<file path="src/rtl/tpg_arbiter.sv">
// Round-robin arbiter merging NUM_REQ traffic-generator flit streams onto one NoC ingress port.
// Each winner may push up to BURST flits through a single registered output stage; forwarded flits are counted.
module tpg_arbiter #(
  parameter int WIDTH     = 32,
  parameter int NUM_REQ   = 4,
  parameter int BURST     = 4,
  parameter int NUM_TESTS = 1000,
  localparam int IDX_W    = (NUM_REQ > 1) ? $clog2(NUM_REQ) : 1
) (
  input  logic                     clk,
  input  logic                     rst,
  input  logic [NUM_REQ-1:0]       valid_in,
  input  logic [NUM_REQ*WIDTH-1:0] data_in,
  output logic [NUM_REQ-1:0]       ready_out,
  output logic [WIDTH-1:0]         data_out,
  output logic                     valid_out,
  input  logic                     ready_in,
  output logic [IDX_W-1:0]         grant_idx,
  output logic                     done
);
  localparam int CNT_W = $clog2(BURST + 1);
  localparam logic [0:0]       S_IDLE     = 1'b0;
  localparam logic [0:0]       S_GRANT    = 1'b1;
  localparam logic [CNT_W-1:0] BURST_LAST = CNT_W'(BURST - 1);
  localparam logic [IDX_W-1:0] IDX_LAST   = IDX_W'(NUM_REQ - 1);
  localparam logic [31:0]      FWD_TARGET = 32'(NUM_TESTS);

  logic [0:0]       state_q, state_d;
  logic [IDX_W-1:0] rr_q, rr_d;
  logic [IDX_W-1:0] grant_q, grant_d;
  logic [CNT_W-1:0] burst_q, burst_d;
  logic             vld_q, vld_d;
  logic [WIDTH-1:0] dat_q, dat_d;
  logic [31:0]      fwd_q, fwd_d;
  logic             done_q, done_d;

  logic [IDX_W-1:0] sel_idx;
  logic             gnt_vld;
  logic             out_rdy;
  logic             xfer;

  // Downward scan so the lowest rotation offset from rr_q wins.
  always_comb begin
    sel_idx = '0;
    for (int k = NUM_REQ - 1; k >= 0; k--) begin
      if (valid_in[(int'(rr_q) + k) % NUM_REQ]) begin
        sel_idx = IDX_W'((int'(rr_q) + k) % NUM_REQ);
      end
    end
  end

  assign gnt_vld = valid_in[grant_q];
  assign out_rdy = !vld_q || ready_in;
  assign xfer    = (state_q == S_GRANT) && gnt_vld && out_rdy;

  always_comb begin
    state_d   = state_q;
    rr_d      = rr_q;
    grant_d   = grant_q;
    burst_d   = burst_q;
    ready_out = '0;
    case (state_q)
      S_IDLE: begin
        if (|valid_in) begin
          grant_d = sel_idx;
          burst_d = '0;
          state_d = S_GRANT;
        end
      end
      default: begin
        if (!rst) ready_out[grant_q] = out_rdy;
        if (xfer) burst_d = burst_q + 1'b1;
        if ((xfer && burst_q == BURST_LAST) || !gnt_vld) begin
          state_d = S_IDLE;
          rr_d    = (grant_q == IDX_LAST) ? '0 : grant_q + 1'b1;
        end
      end
    endcase
  end

  // Output register: load on transfer, otherwise drain when the router accepts.
  always_comb begin
    vld_d = vld_q;
    dat_d = dat_q;
    if (xfer) begin
      vld_d = 1'b1;
      dat_d = data_in[int'(grant_q) * WIDTH +: WIDTH];
    end else if (ready_in) begin
      vld_d = 1'b0;
    end
  end

  always_comb begin
    fwd_d = fwd_q;
    if (vld_q && ready_in && fwd_q != '1) fwd_d = fwd_q + 32'd1;
    done_d = done_q || (fwd_d == FWD_TARGET);
  end

  always_ff @(posedge clk) begin
    if (rst) begin
      state_q <= S_IDLE;
      rr_q    <= '0;
      grant_q <= '0;
      burst_q <= '0;
      vld_q   <= 1'b0;
      dat_q   <= '0;
      fwd_q   <= '0;
      done_q  <= 1'b0;
    end else begin
      state_q <= state_d;
      rr_q    <= rr_d;
      grant_q <= grant_d;
      burst_q <= burst_d;
      vld_q   <= vld_d;
      dat_q   <= dat_d;
      fwd_q   <= fwd_d;
      done_q  <= done_d;
    end
  end

  assign data_out  = dat_q;
  assign valid_out = vld_q;
  assign grant_idx = grant_q;
  assign done      = done_q;

endmodule

</file>
<file path="config.mk">
export PLATFORM = sky130hd
export DESIGN_NAME = tpg_arbiter
export DESIGN_NICKNAME = d
export VERILOG_FILES = /design/src/rtl/tpg_arbiter.sv
export SDC_FILE = /design/constraint.sdc
export NUM_CORES = 1
export LEC_CHECK = 0
export CELL_PAD_IN_SITES_DETAIL_PLACEMENT = 1
export CELL_PAD_IN_SITES_GLOBAL_PLACEMENT = 1
export CORE_MARGIN = 3
export CORE_UTILIZATION = 35
export DETAILED_ROUTE_END_ITERATION = 10
export PLACE_DENSITY = 0.95
export SLEW_MARGIN = 10
export SYNTH_ARGS = -nofsm -noshare
export SYNTH_HDL_FRONTEND = slang
export SYNTH_SLANG_ARGS = --single-unit
</file>
<file path="constraint.sdc">
create_clock -name clk -period 7.01 [get_ports clk]
set_clock_uncertainty 0.1 [all_clocks]
set_input_delay 2.103 -clock clk [delete_from_list [all_inputs] [get_ports clk]]
set_output_delay 2.103 -clock clk [all_outputs]
set_load 0.03 [all_outputs]
</file>
Yosys cells after proc, flatten, opt, wreduce, memory -nomap -nowiden
Cells that the tools add are included.
- output and inout bits: 40
- input port bits: 135
- word-level logic and storage cells: 82
- register bits after elaboration: 74
- muxes and demuxes: 31
- equal/unequal tests: 5
- $add $sub $neg: 6
- shifts and indexed selects: 1
- reduce and logical (&&, ||, !) cells: 20
- $lt $le $gt $ge: 6
- bitwise gates (word level): 5
- operator list (cell ; number):
    variable part select 128 x 8 -> 32 bit ; 1
    adder 32 x 1 -> 32 bit (second input constant) ; 1
    == test 32 x 10 -> 1 bit (second input constant) ; 1
    2-to-1 mux 32 bit ; 1
    inequality test 32 bit (second input constant) ; 1
    2-to-1 mux 1 bit ; 14
    < comparator 3 x 4 -> 1 bit (second input constant) ; 3
    binary-select mux 1 bit (select 2 bit) ; 5
    2-to-1 mux 2 bit ; 5
    2-to-1 mux 3 bit ; 3
    2-to-1 mux 4 bit ; 2
    logical AND 1 bit ; 6
    < comparator 2 x 3 -> 1 bit (second input constant) ; 2
    AND reduction 2 bit ; 3
    OR reduction 2 bit ; 3
    adder 2 x 1 -> 2 bit (second input constant) ; 2
    adder 2 bit (second input constant) ; 2
    bitwise AND 4 bit ; 1
    nonzero test 2 bit ; 2
    OR reduction 4 bit ; 1
    adder 3 x 1 -> 3 bit (second input constant) ; 1
    bitwise AND 1 bit (first input constant) ; 3
    == test 3 x 2 -> 1 bit (second input constant) ; 1
    logical OR 1 bit ; 3
    other kinds (6) ; 7

Depth between registers and ports, before layout
- word-level depth: 10
- depth in mapped cells: 9
- depth with buffers taken out: 8

Worst setup path before layout
Ideal clock, no wire load.
- kind: in2out
- start: input port ready_in
- end: output port ready_out[0]
- buffers on the path: 0
- required time: 4.807 ns
- path slack: 2.054 ns
- stages on the path: 4
- data arrival time: 2.753 ns
- cell sequence: nand2b_1 nand2_1 nor2_1 and2_1
- cells in the longest elaborated chain, start to end: 4
- RTL lines (element ; RTL line ; text):
    from (decl) ; 17 ; input logic ready_in,
    logical OR 1 bit ; 53 ; assign out_rdy = !vld_q || ready_in;
    bitwise AND 4 bit (no line) ; -- ;
    2-to-1 mux 4 bit ; 71 ; if (!rst) ready_out[grant_q] = out_rdy;
    2-to-1 mux 4 bit ; 62 ; case (state_q)
    to (decl) ; 14 ; output logic [NUM_REQ-1:0] ready_out,
Every way passes these cells.

Final worst setup path
Ends and elaborated chain as after synthesis.

==> qor.tcl <==
set qor(worst_ep_arrival_time_ns) 4.16
set qor(post-route-period-util) 0.908
set qor(synth.net_count) 652
set qor(endpoint_kind) {primary output}
set qor(worst_skew_pair.late_latency_ns) 0.33
set qor(tritoncts.num_buffers) 9
set qor(timing.setup.tns_ns) 0
set qor(globalRouteTotalUtil) 0.249
set qor(drt_pre_antenna_iters) 4
set qor(kind_of_start_point_of_the_critical_path) {primary input}
set qor(power_w) 0.00129
set qor(synth.ff_latch_count) 74
set qor(power_density_nw_per_um2) 192
set qor(max_slew.worst_pin.slew_ns) 1.06
set qor(clk_transition_reported_paths_ns) 0.07
set qor(cell_internal_pwr_w) 0.000965
set qor(grt_pass1_wl_mm) 28.1
set qor(chipWidth_um) 120
set qor(dominantRegCellSynth) {dfxtp_1}
set qor(finalHoldViolCount) 0
set qor(initial_utilization) 0.368
set qor(critical_path_cell_list) {clkdlybuf4s50_1, nand2b_1, nand2_1, nor2_1, and2_1, clkdlybuf4s50_1}
set qor(via_per_inst) 5.60
set qor(pleak_nw) 2.32
set qor(achievable-frequency_ghz) 0.157
set qor(crit_buf_inv) 2
set qor(switching_share) 0.249
set qor(critPathMostFrequentCell) {clkdlybuf4s50_1}
set qor(cp_data_required_time_ns) 4.81
set qor(wl_per_cell_um) 21.1
set qor(report.final.setup_viol) 0
set qor(filler_cell_count) 1413
set qor(drtAntennaViolNets) 0
set qor(cts-resized-gates) 0
set qor(wl_mm) 17.7
set qor(floorplan.rows) 40
set qor(timing.hold.worst.class) {reg -> reg}
set qor(yosys_warnings) 0
set qor(antenna_violations_before_repair) 2
set qor(clock_sink_total) 74
set qor(htree_levels) 3
set qor(layout-area-overhead-vs-synth_pct) 47.7
set qor(power.combinational.fraction) 0.203
set qor(synth-edff-count) 0
set qor(drt_iter0_markers) 246
set qor(floorplan.io_pins) 175
set qor(seq_area_frac_synth) 0.327
set qor(post-cts-setup-buffers) 0
set qor(rsz_0062_raised_after_global_routing) {false}
set qor(critical_path.max_stage_delay_ns) 0.67
set qor(numPlacedInstances) 820
set qor(slew-limit-headroom) 0.289
set qor(clock_path_buffers) 2
set qor(timing.final.max_slew_violations) 0
set qor(share_clk_of_total_power) 0.447
set qor(gate_count_after_technology_mapping) 510
set qor(avgSynthCellArea_um2) 8.89
set qor(layout.cells.non_filler) 838
set qor(synthesis.area_um2) 4530
set qor(remaining_drc_errors) 0
set qor(place_hpwl_mm) 13.8
set qor(run_status) {finished clean}
set qor(ys_async_sr_fraction) 0
set qor(globalRouteOverflowTotal) 0
set qor(tritoncts) {built}
set qor(grt_start_max_net_pins) 76
set qor(gp_congestion) 0.849
set qor(grt_pass1_vias) 5327
set qor(critical_path.slowest_cell) {clkdlybuf4s50_1}
set qor(floorplan.die_area_um2) 14400
set qor(number_of_buffer_cells_added_on_primary_ports) 174
set qor(power.share.sequential) 0.350
set qor(power.net_switching_w) 0.000320
set qor(die_h_um) 120
set qor(path_class) {in -> out}
set qor(max_cap_violations) 0
set qor(finish.net_count) 805
set qor(post_route_cells_drive_above_1_share) 0.106
set qor(library_cells_used_by_synthesis) 58
set qor(crit_path_max_fanout) 5
set qor(final_period_minus_worst_setup_slack_ns) 6.36
set qor(worst_ir_drop_vdd_v) 0.000108
set qor(critical_path.top_delay_family) {buffers and inverters}
set qor(ctsHoldBuffers) 0
set qor(cts_root_buffer) {clkbuf_16}
set qor(core_area_um2) 12300
set qor(via_count) 4690
## power by group through the flow
stage	combinational (W)	clock, W	sequential (W)
2_1_floorplan	0.0000972	0	0.000483
3_3_place_gp	0.000246	0	0.000456
3_5_place_dp	0.000260	0	0.000458
4_1_cts	0.000262	0.000580	0.000449
5_1_grt	0.000276	0.000598	0.000451
6_report	0.000261	0.000575	0.000449
## per-layer routing
| layer | track usage | vias to the layer above | routed length [um] |
|---|---|---|---|
| li1 | - | 2146 | - |
| met1 | 0.251 | 2306 | 6230 |
| met2 | 0.465 | 181 | 9460 |
| met3 | 0.0641 | 57 | 1070 |
| met4 | 0.135 | 0 | 899 |
| met5 | 0 | - | 0 |
## final timing paths
check / start / endpoint / slack [ns] / depth (start not counted)
setup / recovery: ready_in / ready_out[0] / 0.65 / 6
hold / removal: data_out[9]$_SDFFE_PP0P_ / data_out[9]$_SDFFE_PP0P_ / 0.37 / 2
setup reg to reg: fwd_q[0]$_SDFF_PP0_ / done$_SDFF_PP0_ / 3.96 / 8
hold reg to reg: data_out[9]$_SDFFE_PP0P_ / data_out[9]$_SDFFE_PP0P_ / 0.37 / 2
## worst reg2reg max path: cells and delay by family (launching register included)
kind / cells / cell delay (ns)
and+or+nand+nor: 4 / 1.28
AOI/OAI and AO/OA: 2 / 0.68
DFF: 1 / 0.47
adders and majority gates: 1 / 0.28
xor gates and xnor gates: 1 / 0.14
## layout make-up
type,instances,area (um2),area share
diodes,2,5.00,0.000747
inverters,10,37.5,0.00560
multi-input cells,389,2820,0.421
flip-flops and latches,74,1480,0.221
well taps,168,210,0.0314
clock buffers,10,229,0.0342
clock inverters,6,138,0.0205
repair buffers,179,1770,0.265
## cells in the mapped netlist, drive strengths merged (3+ instances only)
cell type | number | area share
nor3 | 11 | 0.013
mux4 | 33 | 0.16
a211o | 3 | 0.0061
nor4 | 9 | 0.016
a31oi | 3 | 0.0055
nor2 | 47 | 0.039
inv | 10 | 0.0083
xnor2 | 16 | 0.031
or3 | 9 | 0.012
a21oi | 44 | 0.049
nand4 | 20 | 0.037
clkbuf | 22 | 0.021
buf | 14 | 0.020
nand2 | 87 | 0.072
nor2b | 4 | 0.0055
ha | 7 | 0.019
mux2i | 6 | 0.013
xor2 | 13 | 0.025
nand2b | 4 | 0.0055
dfxtp | 74 | 0.33
and2 | 7 | 0.0097
a211oi | 4 | 0.0066
o21ai | 5 | 0.0055
a2111oi | 3 | 0.0058
nand3 | 18 | 0.020
and3 | 10 | 0.014
## sequential cells by signal (all words and copies together) (netlist names)
signal     count
grant_idx      2
rr_q           2
done           1
burst_q        3
data_out      32
fwd_q         32
valid_out      1
state_q        1
## cells in the final DEF, fill, tap and decap left out, drive strengths merged, types with 4 or more instances in the layout
cell type | netlist | routed
clkdlybuf4s50 | 0 | 173
nand2 | 87 | 87
dfxtp | 74 | 74
nor2 | 47 | 47
a21oi | 44 | 44
mux4 | 33 | 33
nand4 | 20 | 20
nand3 | 18 | 18
xnor2 | 16 | 16
xor2 | 13 | 13
inv | 10 | 11
nor3 | 11 | 11
and3 | 10 | 10
clkbuf | 22 | 10
or3 | 9 | 9
nor4 | 9 | 9
and2 | 7 | 7
ha | 7 | 7
mux2i | 6 | 6
buf | 14 | 6
o21ai | 5 | 5
nand2b | 4 | 4
nor2b | 4 | 4
a211oi | 4 | 4
bufinv | 0 | 4
## stage by stage
step                      utilization  setup slack, ns  hold slack [ns]  area (um2)
after floorplan                     -             2.05            0.352        4530
after global placement          0.514            0.736            0.342        6330
after detailed placement        0.514            0.645            0.360        6330
after CTS                       0.544            0.615            0.368        6690
after global routing            0.544            0.549            0.391        6700
final                           0.544            0.646            0.365        6700
## logic make-up after synthesis
kind of cell | share of synthesized area
AND/OR/NAND/NOR | 0.268
flip-flops | 0.327
AO/OA/AOI/OAI | 0.102
adder cells (fa/ha/maj) | 0.0193
XOR/XNOR | 0.0560
multiplexers | 0.177
buffers and inverters | 0.0510
Power figures use the tool's default switching activity.
==> RTL edit 1 (config.mk and constraints unchanged) <==
The parameter `NUM_REQ` goes from 4 to 8.
--- a/src/rtl/tpg_arbiter.sv
+++ b/src/rtl/tpg_arbiter.sv
@@ -3,5 +3,5 @@
 module tpg_arbiter #(
   parameter int WIDTH     = 32,
-  parameter int NUM_REQ   = 4,
+  parameter int NUM_REQ   = 8,
   parameter int BURST     = 4,
   parameter int NUM_TESTS = 1000,
Ports: changed (resized data_in, grant_idx, ready_out and valid_in); port bits go from 175 to 312. The function was not compared with the original's and may differ.
==> RTL edit 1 against the unedited design <==
- sequential cell count is 2 higher
- synthesized cell count is 30% higher
- area after synthesis is 42% higher
- design area is 50% higher
- setup slack worse by 0.21 ns
- wire length is 65% higher
- power is 58% higher
- largest cell class unchanged
==> RTL edit 1: results (changes against the unedited design) <==
- The run finished with clean final reports.
- The parity-gate share of the synthesized area counting xor and xnor cells is 5.30% (-0.30 points).
- The number of design-rule violations left by the first detailed-router iteration is 436 (+77%).
- The number of nets in the finished design is 1206 (+50%).
- The number of buffer cells added on primary ports is 311 (+79%).
- The met1 global-route usage is 31.3% (+6.3 points).
- The count of fill cells added during filler insertion is 1943 (+38%).
- The global-route total usage across every layer is 28.3% (+3.4 points).
- The met2 layer wire length in the routed design is 15900 microns (+68%).
- The total wire length is 29100 microns (+65%).
- The worst-path maximum fanout is 7 (+2).
- The wire length on met1 is 10400 microns (+67%).
- The initial antenna violation count was 8 (+6).
- The cell area after placement came to 9660 sq um (+53%).
- The share of final-layout standard cells stronger than drive strength 1 is 12.9% (+2.3 points).
- The total half-perimeter wirelength after legalization and detailed placement is 23700 microns (+71%).
- The number of iterations in the first detailed-routing pass was 5 (+1).
- The pre-CTS setup slack is 0.492 ns (-0.154 ns).
- In the post-synthesis netlist, the biggest area contributors are sky130_fd_sc_hd__mux4_2 26%, sky130_fd_sc_hd__dfxtp_1 24%, sky130_fd_sc_hd__mux2i_1 7.1%.
- The met2 routing resource usage after global routing was 52.3% (+5.8 points).
- The wire length per cell is 25.0 microns (+18%).
- The peak supply drop is 0.131 mV (+21%).
- The wire length of the first global-routing pass is 43600 microns (+55%).
- The total negative setup slack was 0 ns (unchanged).
- The number of global-route vias before repair is 7396 (+39%).
- The post-synthesis compound-gate area fraction is 12.2% (+2.0 points).
- The post-synthesis mux area share came to 33.7% (+16 points).
- The routed length on met3 is 1830 microns (+71%).
- The slew at the pin closest to its max-slew limit is 1.01 ns (-0.0450 ns).
- The sequential-to-total area share from yosys stat is 23.6% (-9.1 points).
- The detailed router used layers up to and including met5.
- The net count after synthesis is 935 (+43%).
- The leakage dissipation came to 0.00333 uW (+43%).
- The placer's final routability congestion estimate is 0.931 (+9.6%).
- The signal arrival time at the worst endpoint is 4.37 ns (+0.21 ns).
- The cell count after placement was 1146 (+40%).
- The commonest cells after synthesis are 100 x sky130_fd_sc_hd__nor2_1, 76 x sky130_fd_sc_hd__dfxtp_1, 74 x sky130_fd_sc_hd__mux4_2.
- The delay contributed by the slowest stage of the critical path is 0.70 ns (+0.03 ns).
- The post-synthesis share of cell area spent on full adders, half adders and majority gates is 1.36% (-0.57 points).
- The routing usage on met3 is 7.65% (+1.2 points).
- The post-synthesis cell type count is 69 (+19%).
- The routed via count is 6898 (+47%).
[RTL edit 1: power by group]
part	total, uW	internal [uW]	switching (uW)
Sequential	578	481	96.7
Combinational	940	509	431
Clock	518	334	184
Total	2040	1320	712
[RTL edit 1: logic make-up after synthesis]
kind of cell    after synthesis
simple gates                239
mux                         124
compound gates              105
flops                        76
buf+inv                      71
xor+xnor                     39
fa+ha+maj                     7
[RTL edit 1: worst paths after layout]
check                start           end  slack, ns  cells after the start
setup reg to reg   rr_q[1]  grant_idx[0]       3.63                      8
hold / removal        done          done       0.37                      2
setup / recovery  ready_in  ready_out[1]       0.43                      8
hold reg to reg       done          done       0.37                      2
[RTL edit 1: area by class of cell]
type                    instances  area (sq um)  share of cell area [%]
diodes                          6          15.0                   0.150
clock buffers                  11           254                    2.54
clock inverters                 5          82.6                   0.825
inverters                      13          48.8                   0.487
multi-input cells             514          4640                    46.3
flip-flops and latches         76          1530                    15.3
well taps                     225           282                    2.81
repair buffers                318          3160                    31.6
==> RTL edit 2 (config.mk and constraints unchanged) <==
Made on the original files. Make the reset (`rst`) asynchronous in one clocked block.
--- a/src/rtl/tpg_arbiter.sv
+++ b/src/rtl/tpg_arbiter.sv
@@ -97,5 +97,5 @@
   end
 
-  always_ff @(posedge clk) begin
+  always_ff @(posedge clk or posedge rst) begin
     if (rst) begin
       state_q <= S_IDLE;
Check against the original RTL: differs if rst is asserted again (counterexample within 4 cycles, from zero or initial values and one cycle with rst high); with rst held inactive, the same outputs for 4 cycles.
==> RTL edit 2 against the unedited design <==
- via count down 13%
- sequential cell count unchanged
- wire length fell by 4.9%
- highest routed layer unchanged
- first-iteration DRC count fell by 26%
- setup slack better by 0.30 ns
- critical endpoint is now ready_out[2]
- area after synthesis is 0.94% higher
- design area increased by 0.99%
Power is not compared: it rests on default switching activity, and its combinational part moved more than twofold at a synthesized area within 25%.
==> RTL edit 2: results (changes against the unedited design) <==
- The tightest slew margin relative to the limit came to 34.2% (+5.3 points).
- The maximum number of pins on one net before global-route repair is 75 (-1.3%).
- The parity-gate share of the synthesized area counting xor and xnor cells came to 4.98% (-0.63 points).
- The reg-to-reg setup timing slack was 3.61 ns (-0.35 ns).
- The cell area after placement is 6470 sq um (+2.3%).
- The total wire length is 16800 microns (-4.9%).
- The per-instance average area after synthesis is 11.7 sq um (+32%).
- After synthesis, the cell types taking the most area are sky130_fd_sc_hd__dfrtp_1 40%, sky130_fd_sc_hd__mux4_2 16%, sky130_fd_sc_hd__mux2_2 9.1%.
- The post-synthesis share of cell area spent on full adders, half adders and majority gates is 1.91% (-0.018 points).
- The antenna diode count is 0 (-2).
- The global-route total usage across every layer was 23.7% (-1.1 points).
- The number of ordinary inverters in the final layout is 11 (+1).
- In this run the critical register-to-register path is launched from fwd_q[0].
- The wire length per cell is 22.9 microns (+8.6%).
- The number of placement rows is 41 (+2.5%).
- The clock network area share came to 4.18% (-1.3 points).
- The top achievable clock speed came to 165 MHz (+4.9%).
- In this run the critical register-to-register path is captured at done.
- The post-synthesis mux area share came to 26.5% (+8.8 points).
- The sequential cell count was 74 (unchanged).
- The number of design-rule violations left by the first detailed-router iteration came to 181 (-26%).
- The non-clock buffer instance count of the final layout is 177 (-1.1%).
- The sequential-to-total area share from yosys stat was 40.5% (+7.8 points).
- The signal arrival time at the worst endpoint came to 3.86 ns (-0.30 ns).
- The count of fill cells added during filler insertion was 1352 (-4.3%).
- The post-synthesis compound-gate area fraction is 6.45% (-3.7 points).
- The design area is 6760 sq um (+0.99%).
- By count the netlist is led by 74 x sky130_fd_sc_hd__dfrtp_1, 37 x sky130_fd_sc_hd__mux2_2, 33 x sky130_fd_sc_hd__mux4_2.
- The multi-input combinational cell count is 284 (-27%).
- The fraction of synthesis flops using an asynchronous set or reset pin is 100% (+100 points).
- The number of nets in the finished design is 699 (-13%).
- The share of final-layout standard cells stronger than drive strength 1 is 18.3% (+7.7 points).
- The average via count per standard cell is 5.57 (-0.49%).
- The post-synthesis cell type count was 52 (-10%).
- The pre-CTS setup slack came to 0.966 ns (+0.321 ns).
- The flow ran to the end, and the final reports show no timing, DRC or antenna violations.
- The placer's final routability congestion estimate is 0.883 (+4.0%).
- The wire length of the first global-routing pass is 26500 microns (-5.7%).
- The cell count after placement is 718 (-12%).
- The sequential standard cell area is 1850 sq um (+25%).
- The initial antenna violation count is 0 (-2).
- The last element of the critical path is ready_out[2].
## RTL edit 2: cell count changes in the layout (fill, tap and decap cells not counted), sizes merged, moves of 4 or more
cell,change
a21oi,-40
bufinv,-4
dfrtp,+74
dfxtp,-74
mux2,+38
nand2,-60
nand3,+4
nor2,-34
o21ai,+5
or3,-6
xor2,-5
## RTL edit 2: critical path: stages
cell	delay [ns]
sky130_fd_sc_hd__clkdlybuf4s50_1	0.50
sky130_fd_sc_hd__nand2b_1	0.18
sky130_fd_sc_hd__and3_1	0.25
sky130_fd_sc_hd__and2_1	0.14
sky130_fd_sc_hd__clkdlybuf4s50_1	0.69
## RTL edit 2: logic make-up (layout without fill, tap and decap cells)
| group | count (synthesis) | after routing |
|---|---|---|
| multiplexers | 75 | 75 |
| buffers and inverters | 33 | 204 |
| adder cells (fa/ha/maj) | 7 | 7 |
| flip-flops | 74 | 74 |
| AND/OR/NAND/NOR | 137 | 137 |
| XOR/XNOR | 26 | 26 |
| AO/OA/AOI/OAI | 39 | 39 |
## RTL edit 2: worst min-delay path by stage
stage | from | endpoint | slack [ns] | depth (start not counted)
after floorplan | burst_q[0] | burst_q[0] | 0.37 | 1
after global placement | done | done | 0.37 | 2
after detailed placement | done | done | 0.37 | 2
after CTS | done | done | 0.38 | 2
after global routing | done | done | 0.41 | 2
final | done | done | 0.38 | 2
## RTL edit 2: layer usage
| metal | up-vias | track usage (%) | wire [microns] | part of all wire, % |
|---|---|---|---|---|
| met5 | - | 0 | 0 | 0 |
| met2 | 147 | 45.8 | 9550 | 57 |
| li1 | 1821 | - | - | - |
| met4 | 0 | 7.93 | 461 | 2.7 |
| met3 | 30 | 5.85 | 933 | 5.6 |
| met1 | 2090 | 25.0 | 5850 | 35 |
